**src/rtl/sp_ctrl.sv**
```systemverilog
// Multi-cycle control sequencer for the SP datapath: IDLE->DEC->EXE->(MEM)->WB->DONE.
// Optional `SP_CTRL_ILLEGAL_EN adds an illegal output for opcodes 10..63 and suppresses their PC update.
module sp_ctrl #(
    parameter int unsigned MEM_WAIT_MAX = 4,
    parameter int unsigned PC_W         = 32
) (
    input  logic            clk,
    input  logic            rst_n,
    input  logic            in_valid,
    input  logic [31:0]     inst,
    input  logic            rs_eq_rt,
    input  logic            mem_ready,
    input  logic [PC_W-1:0] pc_cur,
    output logic [4:0]      rs_addr,
    output logic [4:0]      rt_addr,
    output logic [4:0]      wb_addr,
    output logic [3:0]      alu_op,
    output logic            alu_src_imm,
    output logic [31:0]     imm_ext,
    output logic [4:0]      shamt,
    output logic            mem_re,
    output logic            mem_we,
    output logic            reg_we,
    output logic            pc_we,
    output logic [PC_W-1:0] pc_next,
    output logic            busy,
    output logic            mem_err,
`ifdef SP_CTRL_ILLEGAL_EN
    output logic            illegal,
`endif
    output logic            out_valid
);

    typedef enum logic [2:0] {IDLE, DEC, EXE, MEM, WB, DONE} state_t;

    state_t            state_q;
    logic [5:0]        op_q;
    logic [4:0]        rs_addr_q, rt_addr_q, wb_addr_q, shamt_q;
    logic [3:0]        alu_op_q;
    logic              alu_src_imm_q;
    logic [31:0]       imm_ext_q;
    logic              mem_re_q, mem_we_q, reg_we_q, pc_we_q;
    logic [PC_W-1:0]   pc_next_q;
    logic              busy_q, mem_err_q, out_valid_q, abort_q;
    logic [2:0]        wait_q;
`ifdef SP_CTRL_ILLEGAL_EN
    logic              illegal_q;
`endif

    logic [3:0]        alu_op_d;
    logic              alu_src_imm_d;
    logic [31:0]       imm_ext_d;
    logic [4:0]        wb_addr_d, shamt_d;
    logic [PC_W-1:0]   pc_seq, pc_br;
    logic              br_taken, exe_reg_we, is_mem, is_illegal;

    // Decode straight from the incoming word so the DEC-state outputs are registered at acceptance.
    always_comb begin
        alu_op_d      = 4'd0;
        alu_src_imm_d = 1'b0;
        case (inst[31:26])
            6'd0: begin
                case (inst[5:0])
                    6'd0:    alu_op_d = 4'd0;
                    6'd1:    alu_op_d = 4'd1;
                    6'd2:    alu_op_d = 4'd2;
                    6'd3:    alu_op_d = 4'd3;
                    6'd4:    alu_op_d = 4'd4;
                    6'd5:    alu_op_d = 4'd5;
                    default: alu_op_d = 4'd6;
                endcase
            end
            6'd1:       begin alu_op_d = 4'd0; alu_src_imm_d = 1'b1; end
            6'd2:       begin alu_op_d = 4'd1; alu_src_imm_d = 1'b1; end
            6'd3, 6'd5,
            6'd6:       begin alu_op_d = 4'd2; alu_src_imm_d = 1'b1; end
            6'd4:       begin alu_op_d = 4'd3; alu_src_imm_d = 1'b1; end
            6'd7, 6'd8: alu_op_d = 4'd3;
            6'd9:       begin alu_op_d = 4'd7; alu_src_imm_d = 1'b1; end
            default:    alu_op_d = 4'd0;
        endcase
        imm_ext_d = (inst[31:26] == 6'd1 || inst[31:26] == 6'd2) ? {16'h0000, inst[15:0]}
                                                                 : {{16{inst[15]}}, inst[15:0]};
        wb_addr_d = (inst[31:26] == 6'd0) ? inst[15:11] : inst[20:16];
        shamt_d   = (inst[31:26] == 6'd0) ? inst[10:6] : 5'd0;
    end

    assign pc_seq     = pc_cur + PC_W'(4);
    assign pc_br      = pc_seq + (PC_W'(imm_ext_q) << 2);
    assign br_taken   = (op_q == 6'd7 && rs_eq_rt) || (op_q == 6'd8 && !rs_eq_rt);
    assign exe_reg_we = (op_q <= 6'd4) || (op_q == 6'd9);
    assign is_mem     = (op_q == 6'd5) || (op_q == 6'd6);
    assign is_illegal = (op_q >= 6'd10);

    always_ff @(posedge clk or negedge rst_n) begin
        if (!rst_n) begin
            state_q       <= IDLE;
            op_q          <= '0;
            rs_addr_q     <= '0;
            rt_addr_q     <= '0;
            wb_addr_q     <= '0;
            shamt_q       <= '0;
            alu_op_q      <= '0;
            alu_src_imm_q <= 1'b0;
            imm_ext_q     <= '0;
            mem_re_q      <= 1'b0;
            mem_we_q      <= 1'b0;
            reg_we_q      <= 1'b0;
            pc_we_q       <= 1'b0;
            pc_next_q     <= '0;
            busy_q        <= 1'b0;
            mem_err_q     <= 1'b0;
            out_valid_q   <= 1'b0;
            abort_q       <= 1'b0;
            wait_q        <= '0;
`ifdef SP_CTRL_ILLEGAL_EN
            illegal_q     <= 1'b0;
`endif
        end else begin
            reg_we_q    <= 1'b0;
            pc_we_q     <= 1'b0;
            out_valid_q <= 1'b0;
            case (state_q)
                IDLE: if (in_valid) begin
                    op_q          <= inst[31:26];
                    rs_addr_q     <= inst[25:21];
                    rt_addr_q     <= inst[20:16];
                    wb_addr_q     <= wb_addr_d;
                    shamt_q       <= shamt_d;
                    alu_op_q      <= alu_op_d;
                    alu_src_imm_q <= alu_src_imm_d;
                    imm_ext_q     <= imm_ext_d;
                    abort_q       <= 1'b0;
                    busy_q        <= 1'b1;
                    state_q       <= DEC;
                end
                DEC: state_q <= EXE;
                EXE: if (is_mem) begin
                    mem_re_q <= (op_q == 6'd5);
                    mem_we_q <= (op_q == 6'd6);
                    wait_q   <= 3'd1;
                    state_q  <= MEM;
                end else begin
                    reg_we_q  <= exe_reg_we;
`ifdef SP_CTRL_ILLEGAL_EN
                    pc_we_q   <= !is_illegal;
`else
                    pc_we_q   <= 1'b1;
`endif
                    pc_next_q <= br_taken ? pc_br : pc_seq;
                    state_q   <= WB;
                end
                // wait_q counts MEM cycles already spent, including the current one.
                MEM: if (mem_ready || wait_q == 3'(MEM_WAIT_MAX)) begin
                    mem_re_q  <= 1'b0;
                    mem_we_q  <= 1'b0;
                    abort_q   <= !mem_ready;
                    reg_we_q  <= mem_ready && (op_q == 6'd5);
                    pc_we_q   <= 1'b1;
                    pc_next_q <= pc_seq;
                    state_q   <= WB;
                end else begin
                    wait_q <= wait_q + 3'd1;
                end
                WB: begin
                    out_valid_q <= 1'b1;
                    mem_err_q   <= abort_q;
`ifdef SP_CTRL_ILLEGAL_EN
                    illegal_q   <= is_illegal;
`endif
                    state_q     <= DONE;
                end
                DONE: begin
                    busy_q    <= 1'b0;
                    mem_err_q <= 1'b0;
`ifdef SP_CTRL_ILLEGAL_EN
                    illegal_q <= 1'b0;
`endif
                    state_q   <= IDLE;
                end
                default: state_q <= IDLE;
            endcase
        end
    end

    assign rs_addr     = rs_addr_q;
    assign rt_addr     = rt_addr_q;
    assign wb_addr     = wb_addr_q;
    assign alu_op      = alu_op_q;
    assign alu_src_imm = alu_src_imm_q;
    assign imm_ext     = imm_ext_q;
    assign shamt       = shamt_q;
    assign mem_re      = mem_re_q;
    assign mem_we      = mem_we_q;
    assign reg_we      = reg_we_q;
    assign pc_we       = pc_we_q;
    assign pc_next     = pc_next_q;
    assign busy        = busy_q;
    assign mem_err     = mem_err_q;
    assign out_valid   = out_valid_q;
`ifdef SP_CTRL_ILLEGAL_EN
    assign illegal     = illegal_q;
`endif

endmodule

```
**config.mk**
```make
export PLATFORM = sky130hd
export DESIGN_NAME = sp_ctrl
export DESIGN_NICKNAME = d
export VERILOG_FILES = /design/src/rtl/sp_ctrl.sv
export SDC_FILE = /design/constraint.sdc
export NUM_CORES = 1
export LEC_CHECK = 0
export CORE_ASPECT_RATIO = 1.4
export CORE_UTILIZATION = 54
export CTS_CLUSTER_DIAMETER = 80
export CTS_CLUSTER_SIZE = 8
export DETAILED_ROUTE_END_ITERATION = 6
export PLACE_DENSITY = 0.93
export SLEW_MARGIN = 20
export SYNTH_ARGS = -nofsm -noshare
export SYNTH_HDL_FRONTEND = slang
export SYNTH_SLANG_ARGS = --single-unit
```
**constraint.sdc**
```tcl
create_clock -name clk -period 4.92 [get_ports clk]
set_clock_uncertainty 0.2 [all_clocks]
set_input_delay 1.476 -clock clk [delete_from_list [all_inputs] [get_ports clk]]
set_output_delay 1.476 -clock clk [all_outputs]
set_load 0.02 [all_outputs]
```
==> Implementation_results.wiki, run 1 <==
{| class="wikitable"
! Metric !! Value
|-
| Maximum root-to-sink buffer count || 2
|-
| Mean routed wirelength per cell || 20.3 um
|-
| Clk root buf || sky130_fd_sc_hd__clkbuf_16
|-
| Endpoint required time on the critical path || 4.93 ns
|-
| Run status || finished, violations left
|-
| Count of maximum capacitance violations || 0
|-
| Failing checks || DRC, setup timing
|-
| Total negative slack for setup checks || -1.04 ns
|-
| Part of the cycle the worst path needs || 104%
|-
| Instance count after placement with tap cells included || 1134
|-
| CP most frequent cell || sky130_fd_sc_hd__buf_4
|-
| Fraction of final layout cells with drive strength greater than 1 || 20.8%
|-
| Number of nets with antenna violations after detailed routing || 0
|-
| Die Wd || 92.8 um
|-
| Cell accounting for the most synthesized area || sky130_fd_sc_hd__dfrtp_1
|-
| HPWL after detailed placement || 15200 um
|-
| Clock latency at the later pin of the worst-skew pair || 0.36 ns
|-
| Actual transition at the worst max-transition pin || 1.09 ns
|-
| Fin crit period || 5.11 ns
|-
| Synthesized flop and latch total || 93
|-
| Internal portion of total power || 3.13 mW
|-
| Post-Place Cell Area || 8710 sq um
|-
| Routed wire length || 23700 um
|-
| Kind of end point of the critical path || flip-flop
|-
| Leakage || 4.38 nW
|-
| Post-Place Setup Slack || -0.510 ns
|-
| Deepest level of the CTS H-tree || 3
|-
| Setup repair after global routing missed its margin || true
|-
| Largest stage delay on the critical path || 0.50 ns
|-
| Initial cell density of the core || 55.3%
|-
| TritonCTS buffer count || 9
|-
| GPL Wtd Cong || 0.952
|-
| Post-synthesis cell type count || 68
|-
| EDFF count, synth || 0
|-
| Top-level port count || 165
|-
| Area Overhead vs Synth || 51.5%
|-
| Biggest fanout along the worst timing path || 3
|-
| Antenna diodes || 0
|-
| Clock slew at the register clock pins of the worst setup and hold paths || 0.07 ns
|-
| Avg Cell Area, Syn || 8.30 sq um
|-
| Hold Fails Final Rpt || 0
|-
| Fraction of power consumed by the clock network || 12.2%
|-
| Non-filler instance count after layout || 1163
|-
| Post-layout net count || 1123
|-
| Setup ws final || -0.186 ns
|-
| Number of rows created at floorplan || 46
|-
| Syn Inst Count || 751
|-
| Floorplan die area || 12000 sq um
|-
| Count of buffers inserted at the top-level ports || 163
|-
| Area of the mapped netlist || 6230 sq um
|-
| Worst hold path type || reg -> reg
|-
| Floorplan die height || 129 um
|-
| Highest ir drop seen on vdd || 398 uV
|-
| Via count of the first global-routing pass || 6832
|-
| Count of clock tree sinks || 93
|-
| Final-report max-slew violation count || 0
|-
| Share of the synthesized area in the top cell type || 37.3%
|-
| All-layer global routing usage || 34.6%
|-
| Combined area of the multi-input logic cells || 3960 sq um
|-
| Core utilization of the finished layout || 83.7%
|-
| Vias || 7139
|-
| 1st-pass router iterations || 7
|-
| Fill count || 600
|-
| Sequential share of power || 24.6%
|-
| Post-Route Hold Slack || 0.284 ns
|-
| Pwr dens || 611 nW/um^2
|-
| Number of antenna violations at the first check in global routing || 0
|-
| Mean number of vias per cell || 6.14
|-
| Final Power || 5.77 mW
|-
| GRT Residual Overflow || 0
|-
| Part of the power in combinational logic || 63.2%
|-
| Footprint of the flip-flops and latches || 2330 sq um
|-
| Worst-case headroom to the max-slew limit || 27.3%
|-
| Cell type of the slowest stage on the worst timing path || sky130_fd_sc_hd__clkdlybuf4s50_1
|-
| CTS tree || built
|-
| Post-layout instance area || 9440 sq um
|-
| Global-route wire length before repair || 32300 um
|-
| WP data arrival || 5.12 ns
|-
| Cell types occupying the most area after synthesis || sky130_fd_sc_hd__dfrtp_1 37%, sky130_fd_sc_hd__nand2_1 11%, sky130_fd_sc_hd__ha_1 7.8%, sky130_fd_sc_hd__xnor2_1 5.1%, sky130_fd_sc_hd__o21ai_0 4.4%
|-
| Sequential cell area fraction in the yosys report || 37.3%
|-
| Number of hold-repair buffers added at the cts stage || 0
|-
| Main synth FF type || sky130_fd_sc_hd__dfrtp_1
|-
| Switching power total || 2.64 mW
|-
| Floorplan Core Area || 11300 sq um
|-
| DRC violations left || 1
|-
| Max Clk Rate || 0.196 GHz
|-
| Setup violations, final || 12
|-
| Drt first-iter violations || 551
|-
| Pin count of the biggest net entering global routing || 66
|-
| Fraction of registers with async set/reset || 100%
|-
| Crit-path cells || clkdlybuf4s50_1, and4_4, buf_4, nand3_1, nor2_2, xor2_2, ha_1, a2111o_1, o31a_1, a211oi_2, buf_4, buf_4, xor2_1, nor2_1, a21oi_2, o21ai_0
|-
| Kind of start point of the critical path || primary input
|-
| Switching fraction of total power || 45.7%
|-
| Mapped Nets || 860
|-
| Critical path class || in -> reg
|-
| Synth Warn # || 0
|}
-- cell type report --
cell class / instances / area share [%]
well taps: 144 / 1.91
clock buffers: 9 / 2.38
multi-input cells: 600 / 41.9
flip-flops and latches: 93 / 24.6
inverters: 16 / 0.636
repair buffers: 294 / 27.7
clock inverters: 7 / 0.782
-- flip-flops by register name, indices dropped and copies added, names as in the netlist, 3 cells and up --
signal	count
rs_addr	5
wait_q	3
wb_addr	5
rt_addr	5
pc_next	32
state_q	3
op_q	6
alu_op	3
shamt	5
imm_ext	17
-- cells in the final DEF (no fill, tap or decap), types with 4 or more instances in the layout --
| master | instances |
|---|---|
| sky130_fd_sc_hd__o21ai_1 | 5 |
| sky130_fd_sc_hd__a22o_1 | 7 |
| sky130_fd_sc_hd__buf_4 | 131 |
| sky130_fd_sc_hd__xor2_1 | 12 |
| sky130_fd_sc_hd__ha_1 | 32 |
| sky130_fd_sc_hd__clkdlybuf4s50_1 | 157 |
| sky130_fd_sc_hd__nand2_1 | 176 |
| sky130_fd_sc_hd__ha_4 | 6 |
| sky130_fd_sc_hd__xnor2_2 | 4 |
| sky130_fd_sc_hd__mux2i_1 | 8 |
| sky130_fd_sc_hd__nand2b_1 | 8 |
| sky130_fd_sc_hd__nand3_1 | 26 |
| sky130_fd_sc_hd__nor2_1 | 39 |
| sky130_fd_sc_hd__and3_1 | 6 |
| sky130_fd_sc_hd__clkbuf_16 | 9 |
| sky130_fd_sc_hd__nor2b_1 | 7 |
| sky130_fd_sc_hd__a21oi_1 | 36 |
| sky130_fd_sc_hd__a21oi_2 | 8 |
| sky130_fd_sc_hd__inv_1 | 16 |
| sky130_fd_sc_hd__o21bai_1 | 6 |
| sky130_fd_sc_hd__a21o_1 | 10 |
| sky130_fd_sc_hd__dfrtp_1 | 93 |
| sky130_fd_sc_hd__nor3_1 | 11 |
| sky130_fd_sc_hd__o21ai_0 | 52 |
| sky130_fd_sc_hd__a31oi_1 | 11 |
| sky130_fd_sc_hd__and2_1 | 4 |
| sky130_fd_sc_hd__xor2_2 | 5 |
| sky130_fd_sc_hd__a22oi_1 | 9 |
| sky130_fd_sc_hd__nand4_1 | 7 |
| sky130_fd_sc_hd__xnor2_1 | 30 |
-- power groups by stage --
stage	combinational (mW)	clock, mW	sequential (mW)
floorplan	1.56	0	1.67
global placement	3.18	0	1.40
detailed placement	3.29	0	1.41
CTS	3.34	0.703	1.40
global route	3.88	0.744	1.46
finish	3.65	0.704	1.42
-- Yosys cell counts, types with 3 or more instances --
library cell and instances:
sky130_fd_sc_hd__o31ai_1 3, sky130_fd_sc_hd__o21ai_1 5, sky130_fd_sc_hd__a21o_1 10, sky130_fd_sc_hd__nor4_1 3, sky130_fd_sc_hd__nand3_1 29, sky130_fd_sc_hd__a31oi_1 11
sky130_fd_sc_hd__and2_1 5, sky130_fd_sc_hd__nor2_1 44, sky130_fd_sc_hd__o21bai_1 6, sky130_fd_sc_hd__nand2_1 177, sky130_fd_sc_hd__ha_1 39, sky130_fd_sc_hd__o211ai_1 3
sky130_fd_sc_hd__and3_1 9, sky130_fd_sc_hd__dfrtp_1 93, sky130_fd_sc_hd__mux2i_1 8, sky130_fd_sc_hd__nand4_1 7, sky130_fd_sc_hd__nand2b_1 8, sky130_fd_sc_hd__o21ai_0 55
sky130_fd_sc_hd__inv_1 16, sky130_fd_sc_hd__o21a_1 3, sky130_fd_sc_hd__buf_4 16, sky130_fd_sc_hd__clkbuf_1 20, sky130_fd_sc_hd__a22o_1 7, sky130_fd_sc_hd__nor3_1 13
sky130_fd_sc_hd__a22oi_1 9, sky130_fd_sc_hd__nor2b_1 8, sky130_fd_sc_hd__a21oi_1 43, sky130_fd_sc_hd__xnor2_1 36, sky130_fd_sc_hd__xor2_1 17
-- critical path, delay by kind of cell --
kind	cells	cell delay [ns]
buf+inv	4	0.92
xor+xnor	2	0.45
fa+ha+maj	1	0.30
simple gates	4	0.63
compound gates	5	1.31
-- worst paths after layout --
kind                                          from                      end  slack, ns  cells after the start
max                                      pc_cur[8]  pc_next[25]$_DFFE_PN0P_      -0.19                     16
min reg2reg                  alu_op[0]$_DFFE_PN0P_    alu_op[0]$_DFFE_PN0P_       0.28                      2
max in group asynchronous                    rst_n   rs_addr[2]$_DFFE_PN0P_       2.74                      2
max reg2reg                imm_ext[30]$_DFFE_PN0P_  pc_next[25]$_DFFE_PN0P_       1.21                     13
min in group asynchronous                    rst_n   pc_next[0]$_DFFE_PN0P_       1.00                      1
min                          alu_op[0]$_DFFE_PN0P_    alu_op[0]$_DFFE_PN0P_       0.28                      2
-- repair_timing --
item,in CTS,in global routing
pin swaps,17,31
resized for setup,21,47
hold endpoints to repair,0,0
buffers inserted,6,7
endpoints found under the setup margin,12,13
-- cells by family after synthesis --
group / count (synthesis) / share of synthesized area, %
other: 1 / 0.0602
adders and majority gates: 40 / 8.15
muxes: 8 / 1.28
DFF: 93 / 37.3
AOI/OAI and AO/OA: 180 / 18.2
and+or+nand+nor: 318 / 22.6
xor gates and xnor gates: 53 / 7.45
buffers and inverters: 58 / 4.84
-- routing by layer --
metal / track usage (%) / vias to the layer above / wire length, um
met5: 0 / - / 0
met4: 21.6 / 0 / 1630
met3: 6.98 / 150 / 1850
met2: 61.6 / 489 / 11900
met1: 37.4 / 3371 / 8320
li1: - / 3129 / -
(Power assumes the default switching activity.)
==> run 2, diff against run 1 <==
--- a/config.mk
+++ b/config.mk
@@ -10,6 +10,7 @@
 export CTS_CLUSTER_DIAMETER = 80
 export CTS_CLUSTER_SIZE = 8
 export DETAILED_ROUTE_END_ITERATION = 6
+export GPL_ROUTABILITY_DRIVEN = 0
 export PLACE_DENSITY = 0.93
 export SLEW_MARGIN = 20
 export SYNTH_ARGS = -nofsm -noshare
==> Implementation_results.wiki, run 2 (synthesized netlist as in run 1, its figures left out) <==
{| class="wikitable"
! Metric !! Value
|-
| Run status || finished, violations left (unchanged)
|-
| Failing checks || DRC, setup timing (unchanged)
|-
| Core utilization of the finished layout || 85.6% (was 83.7%)
|-
| Leakage || 4.45 nW (was 4.38 nW)
|-
| Top-level port count || 165 (unchanged)
|-
| Via count of the first global-routing pass || 7566 (was 6832)
|-
| Fin crit period || 5.17 ns (was 5.11 ns)
|-
| Drt first-iter violations || 1139 (was 551)
|-
| Endpoint required time on the critical path || 4.95 ns (was 4.93 ns)
|-
| Most common cell after layout, fill and taps aside || sky130_fd_sc_hd__nand2_1 (unchanged)
|-
| Crit-path cells || clkdlybuf4s50_1, and2_4, and3_4, buf_4, nand3_1, xnor2_2, ha_1, a21o_1, a21o_2, a21o_1, a21oi_1, o21ai_0, a21oi_1, o31ai_1, a31oi_1, mux2i_1, nand2_1 (was clkdlybuf4s50_1, and4_4, buf_4, nand3_1, nor2_2, xor2_2, ha_1, a2111o_1, o31a_1, a211oi_2, buf_4, buf_4, xor2_1, nor2_1, a21oi_2, o21ai_0)
|-
| Depth of the most critical reg-to-reg path || 12 (was 13)
|-
| Crit path buf inv count || 2 (was 4)
|-
| Post-layout net count || 1126 (was 1123)
|-
| Mean number of vias per cell || 6.71 (was 6.14)
|-
| Largest stage delay on the critical path || 0.51 ns (was 0.50 ns)
|-
| Biggest fanout along the worst timing path || 3 (unchanged)
|-
| Die Wd || 92.8 um (unchanged)
|-
| Met2 Usage GRT || 69.9% (was 61.6%)
|-
| Hold path endpoint || rs_addr[1]$_DFFE_PN0P_ (was alu_op[0]$_DFFE_PN0P_)
|-
| Cell class contributing the biggest share of worst-path delay || compound AO/OA/AOI/OAI gates (unchanged)
|-
| Beginning of the worst register-to-register path || imm_ext[0]$_DFFE_PN0P_ (was imm_ext[30]$_DFFE_PN0P_)
|-
| Cell type of the slowest stage on the worst timing path || sky130_fd_sc_hd__clkdlybuf4s50_1 (unchanged)
|-
| Clock latency at the later pin of the worst-skew pair || 0.35 ns (was 0.36 ns)
|-
| Largest register FFs || 32 (unchanged)
|-
| Hold Fails Final Rpt || 0 (unchanged)
|-
| Floorplan Core Area || 11300 sq um (unchanged)
|-
| Global-route wire length before repair || 39200 um (was 32300 um)
|-
| Capturing point of the worst reg2reg path || pc_next[22]$_DFFE_PN0P_ (was pc_next[25]$_DFFE_PN0P_)
|-
| CTS tree || built (unchanged)
|-
| Post-Route Hold Slack || 0.288 ns (was 0.284 ns)
|-
| Combined area of the multi-input logic cells || 4140 sq um (was 3960 sq um)
|-
| DRC violations left || 2 (was 1)
|-
| GRT Residual Overflow || 0 (unchanged)
|-
| Count of buffers inserted at the top-level ports || 163 (unchanged)
|-
| Footprint of the flip-flops and latches || 2330 sq um (unchanged)
|-
| Fraction of final layout cells with drive strength greater than 1 || 23.0% (was 20.8%)
|-
| Maximum root-to-sink buffer count || 2 (unchanged)
|-
| Routed wire length || 28400 um (was 23700 um)
|-
| Reg-to-reg setup timing slack || 1.14 ns (was 1.21 ns)
|-
| Area Overhead vs Synth || 55.0% (was 51.5%)
|-
| HPWL after detailed placement || 15500 um (was 15200 um)
|-
| Worst hold path type || reg -> reg (unchanged)
|-
| Setup ws final || -0.250 ns (was -0.186 ns)
|-
| Total negative slack for setup checks || -1.44 ns (was -1.04 ns)
|-
| Count of maximum capacitance violations || 0 (unchanged)
|-
| Met3 track utilization from global routing || 16.5% (was 6.98%)
|-
| Number of nets with antenna violations after detailed routing || 0 (unchanged)
|-
| Kind of start point of the critical path || primary input (unchanged)
|-
| Kind of end point of the critical path || flip-flop (unchanged)
|-
| Pwr dens || 632 nW/um^2 (was 611 nW/um^2)
|-
| Count of cell instances traversed by the critical path || 17 (was 16)
|-
| Vias || 7840 (was 7139)
|-
| Final-report max-slew violation count || 0 (unchanged)
|-
| Number of cells on the worst hold path || 2 (unchanged)
|-
| Actual transition at the worst max-transition pin || 0.996 ns (was 1.09 ns)
|-
| WP data arrival || 5.20 ns (was 5.12 ns)
|-
| Global-route met1 utilization || 46.0% (was 37.4%)
|-
| Fill count || 514 (was 600)
|-
| Most congested layer reported by global routing || met2 (unchanged)
|-
| Highest ir drop seen on vdd || 392 uV (was 398 uV)
|-
| Number of antenna violations at the first check in global routing || 1 (was 0)
|-
| Leading cell types in the layout, fill and taps excluded || 172 x sky130_fd_sc_hd__nand2_1, 153 x sky130_fd_sc_hd__clkdlybuf4s50_1, 132 x sky130_fd_sc_hd__buf_4, 93 x sky130_fd_sc_hd__dfrtp_1, 51 x sky130_fd_sc_hd__o21ai_0 (was 176 x sky130_fd_sc_hd__nand2_1, 157 x sky130_fd_sc_hd__clkdlybuf4s50_1, 131 x sky130_fd_sc_hd__buf_4, 93 x sky130_fd_sc_hd__dfrtp_1, 52 x sky130_fd_sc_hd__o21ai_0)
|-
| Mean routed wirelength per cell || 24.3 um (was 20.3 um)
|-
| Number of rows created at floorplan || 46 (unchanged)
|-
| Worst-case headroom to the max-slew limit || 33.6% (was 27.3%)
|-
| Floorplan die area || 12000 sq um (unchanged)
|-
| Initial cell density of the core || 55.3% (unchanged)
|-
| Critical path class || in -> reg (unchanged)
|-
| Setup violations, final || 14 (was 12)
|-
| Count of clock tree sinks || 93 (unchanged)
|-
| Final Power || 6.11 mW (was 5.77 mW)
|-
| Deepest level of the CTS H-tree || 3 (unchanged)
|-
| Part of the cycle the worst path needs || 105% (was 104%)
|-
| TritonCTS buffer count || 9 (unchanged)
|-
| All-layer global routing usage || 43.4% (was 34.6%)
|-
| Clock slew at the register clock pins of the worst setup and hold paths || 0.08 ns (was 0.07 ns)
|-
| 1st-pass router iterations || 7 (unchanged)
|-
| Max Clk Rate || 0.193 GHz (was 0.196 GHz)
|-
| Pin count of the biggest net entering global routing || 42 (was 66)
|-
| Post-Place Setup Slack || -0.618 ns (was -0.510 ns)
|-
| Floorplan die height || 129 um (unchanged)
|-
| Clk root buf || sky130_fd_sc_hd__clkbuf_16 (unchanged)
|-
| Hold wc startpoint || rs_addr[1]$_DFFE_PN0P_ (was alu_op[0]$_DFFE_PN0P_)
|-
| Setup repair after global routing missed its margin || true (unchanged)
|}
[run 2: per-stage QoR]
stage / area [sq um] / cells
after floorplan: 6230 / 751
after global placement: 8680 / 1131
after detailed placement: 8680 / 1131
after CTS: 9300 / 1157
after global routing: 9660 / 1168
final: 9660 / 1168
[run 2: area by class of cell]
cell class	instances	share of cell area, %
Clock buffer	9	2.33
Tap cell	144	1.87
Multi-Input combinational cell	600	42.8
Sequential cell	93	24.1
Clock inverter	7	0.764
Inverter	16	0.622
Antenna cell	2	0.0518
Timing Repair Buffer	297	27.5
[run 2: what timing repair did]
| action | CTS | global route |
|---|---|---|
| pin swaps | 29 | 32 |
| endpoints found under the setup margin | 10 | 18 |
| buffers inserted | 10 | 9 |
| gates resized for setup | 49 | 55 |
| hold buffers | 0 | 0 |
[run 2: worst max-delay path by stage]
stage / endpoint / slack (ns) / startpoint
final: pc_next[22]$_DFFE_PN0P_ / -0.25 / pc_cur[7]
after global routing: pc_next[31]$_DFFE_PN0P_ / -0.37 / pc_cur[6]
after CTS: pc_next[31]$_DFFE_PN0P_ / 0.007 / pc_cur[10]
after detailed placement: pc_next[31]$_DFFE_PN0P_ / -0.62 / pc_cur[9]
after global placement: pc_next[31]$_DFFE_PN0P_ / -0.46 / pc_cur[9]
after floorplan: pc_next[30]$_DFFE_PN0P_ / 0.04 / pc_cur[5]
[run 2: per-layer routing]
layer	wire length, um	share of wire, %	vias to the layer above
li1	-	-	3123
met1	8940	31	3656
met2	13000	46	757
met3	3530	12	304
met4	2910	10	0
met5	0	0	-
[run 2: worst min-delay path, delay by kind of cell (launching register included)]
| family | cells | cell delay [ns] |
|---|---|---|
| DFF | 1 | 0.35 |
| and+or+nand+nor | 2 | 0.10 |
[run 2: report_power, final]
| part | internal (mW) | switching, mW | leakage, nW | total [mW] |
|---|---|---|---|---|
| registers | 1.09 | 0.352 | 1.16 | 1.44 |
| clock network | 0.360 | 0.357 | 0.147 | 0.717 |
| logic | 1.75 | 2.20 | 3.14 | 3.95 |
| total | 3.20 | 2.90 | 4.45 | 6.11 |
